--- src/rtl/subtractor_borrow_seq.sv ---
// Multi-cycle unsigned subtractor: diff = a - b, W bits per clock from the LSB slice up,
// with the borrow chained between slices and a start/ready/done handshake.
module subtractor_borrow_seq #(
  parameter int N = 16,
  parameter int W = 4
) (
  input  logic         clk,
  input  logic         reset_n,
  input  logic         start,
  input  logic [N-1:0] a,
  input  logic [N-1:0] b,
  output logic         ready,
  output logic         done,
  output logic [N-1:0] diff,
  output logic         bout
);

  localparam int NS = N / W;
  localparam int CW = (NS > 1) ? $clog2(NS) : 1;

  typedef enum logic [1:0] {
    S_IDLE,
    S_SUB,
    S_DONE
  } state_t;

  state_t         state_q, state_d;
  logic [N-1:0]   a_q, a_d;
  logic [N-1:0]   b_q, b_d;
  logic [N-1:0]   diff_q, diff_d;
  logic [CW-1:0]  cnt_q, cnt_d;
  logic           borrow_q, borrow_d;
  logic           bout_q, bout_d;
  logic           ready_q, ready_d;
  logic           done_q, done_d;

  logic [W-1:0]   a_slc;
  logic [W-1:0]   b_slc;
  logic [W:0]     slc_res;

  always_comb begin
    a_slc = '0;
    b_slc = '0;
    for (int i = 0; i < NS; i++) begin
      if (cnt_q == CW'(i)) begin
        a_slc = a_q[i*W +: W];
        b_slc = b_q[i*W +: W];
      end
    end
    // W+1 bit difference: the top bit is the borrow into the next slice
    slc_res = {1'b0, a_slc} - {1'b0, b_slc} - {{W{1'b0}}, borrow_q};
  end

  always_comb begin
    state_d  = state_q;
    a_d      = a_q;
    b_d      = b_q;
    diff_d   = diff_q;
    cnt_d    = cnt_q;
    borrow_d = borrow_q;
    bout_d   = bout_q;

    case (state_q)
      S_IDLE: begin
        if (start) begin
          a_d      = a;
          b_d      = b;
          borrow_d = 1'b0;
          cnt_d    = '0;
          state_d  = S_SUB;
        end
      end
      S_SUB: begin
        for (int i = 0; i < NS; i++) begin
          if (cnt_q == CW'(i)) begin
            diff_d[i*W +: W] = slc_res[W-1:0];
          end
        end
        borrow_d = slc_res[W];
        if (cnt_q == CW'(NS - 1)) begin
          bout_d  = slc_res[W];
          cnt_d   = '0;
          state_d = S_DONE;
        end else begin
          cnt_d = cnt_q + CW'(1);
        end
      end
      S_DONE: begin
        state_d = S_IDLE;
      end
      default: begin
        state_d = S_IDLE;
      end
    endcase

    // handshake outputs are registered copies of the next state
    ready_d = (state_d == S_IDLE);
    done_d  = (state_d == S_DONE);
  end

  always_ff @(posedge clk) begin
    if (!reset_n) begin
      state_q  <= S_IDLE;
      a_q      <= '0;
      b_q      <= '0;
      diff_q   <= '0;
      cnt_q    <= '0;
      borrow_q <= 1'b0;
      bout_q   <= 1'b0;
      ready_q  <= 1'b1;
      done_q   <= 1'b0;
    end else begin
      state_q  <= state_d;
      a_q      <= a_d;
      b_q      <= b_d;
      diff_q   <= diff_d;
      cnt_q    <= cnt_d;
      borrow_q <= borrow_d;
      bout_q   <= bout_d;
      ready_q  <= ready_d;
      done_q   <= done_d;
    end
  end

  assign ready = ready_q;
  assign done  = done_q;
  assign diff  = diff_q;
  assign bout  = bout_q;

endmodule

--- config.mk ---
export PLATFORM = sky130hd
export DESIGN_NAME = subtractor_borrow_seq
export DESIGN_NICKNAME = d
export VERILOG_FILES = /design/src/rtl/subtractor_borrow_seq.sv
export SDC_FILE = /design/constraint.sdc
export NUM_CORES = 1
export LEC_CHECK = 0
export ABC_AREA = 1
export BUFFER_PORTS_ARGS = -buffer_cell sky130_fd_sc_hd__buf_2
export CAP_MARGIN = 0
export CORE_AREA = 2 2 88 90
export CTS_BUF_LIST = sky130_fd_sc_hd__clkbuf_8
export DETAILED_ROUTE_END_ITERATION = 8
export DIE_AREA = 0 0 90 92
export SYNTH_ARGS = -nofsm -noshare
export SYNTH_HDL_FRONTEND = slang
export SYNTH_SLANG_ARGS = --single-unit
--- constraint.sdc ---
create_clock -name clk -period 4.8 [get_ports clk]
set_clock_uncertainty 0.1 [all_clocks]
set_input_delay 0.24 -clock clk [delete_from_list [all_inputs] [get_ports clk]]
set_output_delay 0.24 -clock clk [all_outputs]
set_load 0.01 [all_outputs]
==> impl_metrics.csv <==
group,metric,value,unit
worst_setup_path,crit_fanout,11,
global_routing,track_usage,14.29,%
cells_and_area,multi_input_area,1186,µm²
floorplan,io_pins,54,
floorplan,num_rows,32,
place,dpl-instance-area,2801,µm²
timing,finalSetupTns,0,ns
detailed_routing,ant_nets,0,
floorplan,start_util,33.23,%
worst_setup_path,critical_path.slowest_cell,"fa_1",
detailed_routing,drc,0,
clocking,post_cts_buffers,0,
global_routing,grt_pass1_wl,9653,µm
place,place_ws,1.700,ns
clocking,cts_tree,"done",
logic_synthesis,synthFlopType,"dfxtp_1",
timing,setup_viol,0,
place,place_congestion,0.8450,
global_routing,grt_max_degree,48,
detailed_routing,wirelength,5590,µm
place,port_buffers,53,
power,irDropWorstVdd,0.1847,mV
clocking,cts-hold-fix-buffers,0,
detailed_routing,firstDrtPassIters,4,
min_path,hold_path.class,"input port to flop",
logic_synthesis,synth_edf_count,0,
detailed_routing,drtIter0Drc,93,
detailed_routing,vias_per_cell,4.534,
timing,min_period,3.133,ns
cells_and_area,nFillCells,825,
logic_synthesis,ys_seq_area_share,45.30,%
floorplan,core,7447,µm²
timing,rsz0062_at_grt,"false",
floorplan,die_x,90,µm
worst_setup_path,cp-end-kind,"flop",
job,drv_cap,0,
cells_and_area,fin_util,39.75,%
place,dpl.hpwl,4085,µm
power,p_per_area,397.3,nW/µm²
logic_synthesis,synth_top_area_share,45.30,%
logic_synthesis,synthesis.area,2475,µm²
logic_synthesis,ys_ff_latch,56,
place,placedCellCount,468,
logic_synthesis,netlist_instances,327,
logic_synthesis,avgSynthCellArea,7.568,µm²
timing,holdWs,0.07740,ns
min_path,whs_path_depth,3,
logic_synthesis,yosys_warnings,0,
clocking,clock_latency,0.31,ns
timing,final_max_slew_viol_count,0,
logic_synthesis,yosysUniqueCellTypes,27,
logic_synthesis,synth.cells.most_frequent,"92 x nor2_1, 56 x dfxtp_1, 39 x o21ai_0",
clocking,h-tree-depth,2,
power,p_leak,1.387,nW
logic_synthesis,synth_most_common_cell,"nor2_1",
floorplan,die_h,92,µm
detailed_routing,routedWlPerCell,11.74,µm
worst_setup_path,cp_cell_sequence,"inv_1 -> ha_1 -> inv_2 -> nand3_1 -> a21oi_1 -> a21oi_1 -> fa_1 -> fa_1 -> inv_1 -> nand2_1 -> a21oi_1 -> xnor2_1 -> nor2_1 -> a21oi_1 -> nor2_1",
global_routing,grt_pass1_vias,2070,
cells_and_area,area_delta_synth_final,19.62,%
logic_synthesis,netlist_top_cells_area,"dfxtp_1 45%, nor2_1 14%, o21ai_0 7.9%, a21oi_1 5.3%, nand2_1 4.2%",
clocking,cts.root.buffer_cell,"clkbuf_8",
worst_setup_path,critPathRequiredTime,4.91,ns
power,power,1.176,mW
cells_and_area,nets,418,
cells_and_area,layout-drive-gt1-share,22.46,%
status,status,"complete, no violations",
timing,worst_pin_slew,0.6393,ns
clocking,cts_resized,0,
min_path,hold_path_startpoint,"a[11]",
floorplan,die_area,8280,µm²
timing,worst_slack,1.667,ns
timing,maxSlewHeadroom,57.38,%
cells_and_area,finalInstanceArea,2960,µm²
worst_setup_path,timing.rr.end,"borrow_q$_SDFFE_PN0P_",
logic_synthesis,yosys.area.top_type,"dfxtp_1",
timing,max_freq,0.3191,GHz
timing,post-route-period-util,65.28,%
cells_and_area,register_area,1121,µm²
worst_setup_path,r2r_start,"cnt_q[1]$_SDFFE_PN0P_",
cells_and_area,final_cells,476,
worst_setup_path,reg2reg_slack,1.67,ns
detailed_routing,route.vias.total,2158,
min_path,hold_end,"a_q[11]$_SDFFE_PN0P_",
worst_setup_path,ff2ff_path_depth,15,
global_routing,grt-ovfl-total,0,
worst_setup_path,critPathArrivalTime,3.24,ns
worst_setup_path,critPathMaxStageDelay,0.46,ns
worst_setup_path,cp-start-kind,"flop",
clocking,path_clk_slew,0.10,ns
timing,hold_violations,0,
clocking,cts_buffer_depth,2,
worst_setup_path,crit_type,"flop to flop",
clocking,clock-sinks,56,
worst_setup_path,cpMostUsedCell,"a21oi_1",
clocking,cts_buffers,5,
cells_and_area,n_antenna_cell,0,
logic_synthesis,syn-num-nets,372,
logic_synthesis,async_flop_share,0,%
global_routing,antenna_found_initial,0,
==> how the worst max path moves through the flow <==
stage | start | to | slack [ns] | cells after the start
floorplan | cnt_q[1]$_SDFFE_PN0P_ | borrow_q$_SDFFE_PN0P_ | 1.98 | 16
global placement | cnt_q[1]$_SDFFE_PN0P_ | borrow_q$_SDFFE_PN0P_ | 1.85 | 15
detailed placement | cnt_q[1]$_SDFFE_PN0P_ | borrow_q$_SDFFE_PN0P_ | 1.70 | 15
CTS | cnt_q[1]$_SDFFE_PN0P_ | borrow_q$_SDFFE_PN0P_ | 1.68 | 15
global route | cnt_q[1]$_SDFFE_PN0P_ | bout$_SDFFE_PN0P_ | 1.43 | 15
finish | cnt_q[1]$_SDFFE_PN0P_ | borrow_q$_SDFFE_PN0P_ | 1.67 | 15
==> registers in the layout, indices dropped and copies added (netlist names) <==
register  flops
ready         1
borrow_q      1
a_q          16
bout          1
cnt_q         2
diff         16
done          1
state_q       2
b_q          16
==> layer usage <==
metal,track usage [%],wire length [µm]
met5,0,0
met3,2.547,224
met4,4.615,79
met1,18.76,2694
met2,23.93,2591
==> where the power goes <==
group / internal, mW / total [mW] / leakage [nW] / switching (mW)
combinational: 0.0941 / 0.246 / 0.849 / 0.151
sequential: 0.498 / 0.519 / 0.460 / 0.0206
clock: 0.261 / 0.412 / 0.0784 / 0.151
total: 0.853 / 1.18 / 1.39 / 0.323
==> cell usage in the layout (no fill, tap or decap), drive strengths merged <==
cell    Yosys  routed
bufinv      0       3
o21ai      47      47
buf        10      54
o211ai      2       2
o31ai       2       2
dfxtp      56      56
clkbuf      5       5
clkinv      1       1
o21a        3       3
nand2      34      34
inv        24      24
nand3       8       8
a221oi      1       1
ha          8       8
fa          2       2
xnor2       1       1
o311ai      1       1
a21oi      26      26
nor2       96      96
==> worst max-delay path, delay by kind of cell, from the launching register on <==
family                   cells  cell delay, ns
flip-flops                   1            0.40
AO/OA/AOI/OAI                4            0.52
buffers and inverters        3            0.40
AND/OR/NAND/NOR              4            0.29
adder cells (fa/ha/maj)      3            1.16
XOR/XNOR                     1            0.14
==> layout make-up <==
| class | count | share of cell area (%) |
|---|---|---|
| clock buffer | 5 | 2.325 |
| clock inverter | 3 | 3.043 |
| inverter | 25 | 3.170 |
| multi-input combinational | 231 | 40.07 |
| sequential | 56 | 37.87 |
| tap | 102 | 4.311 |
| timing repair buffer | 54 | 9.214 |
==> logic make-up after synthesis <==
family / share of synthesized area [%]
buffers and inverters: 6.774
and+or+nand+nor: 24.32
AOI/OAI and AO/OA: 17.59
xor gates and xnor gates: 0.3540
DFF: 45.30
adders and majority gates: 5.663
Power figures use the tool's default switching activity.
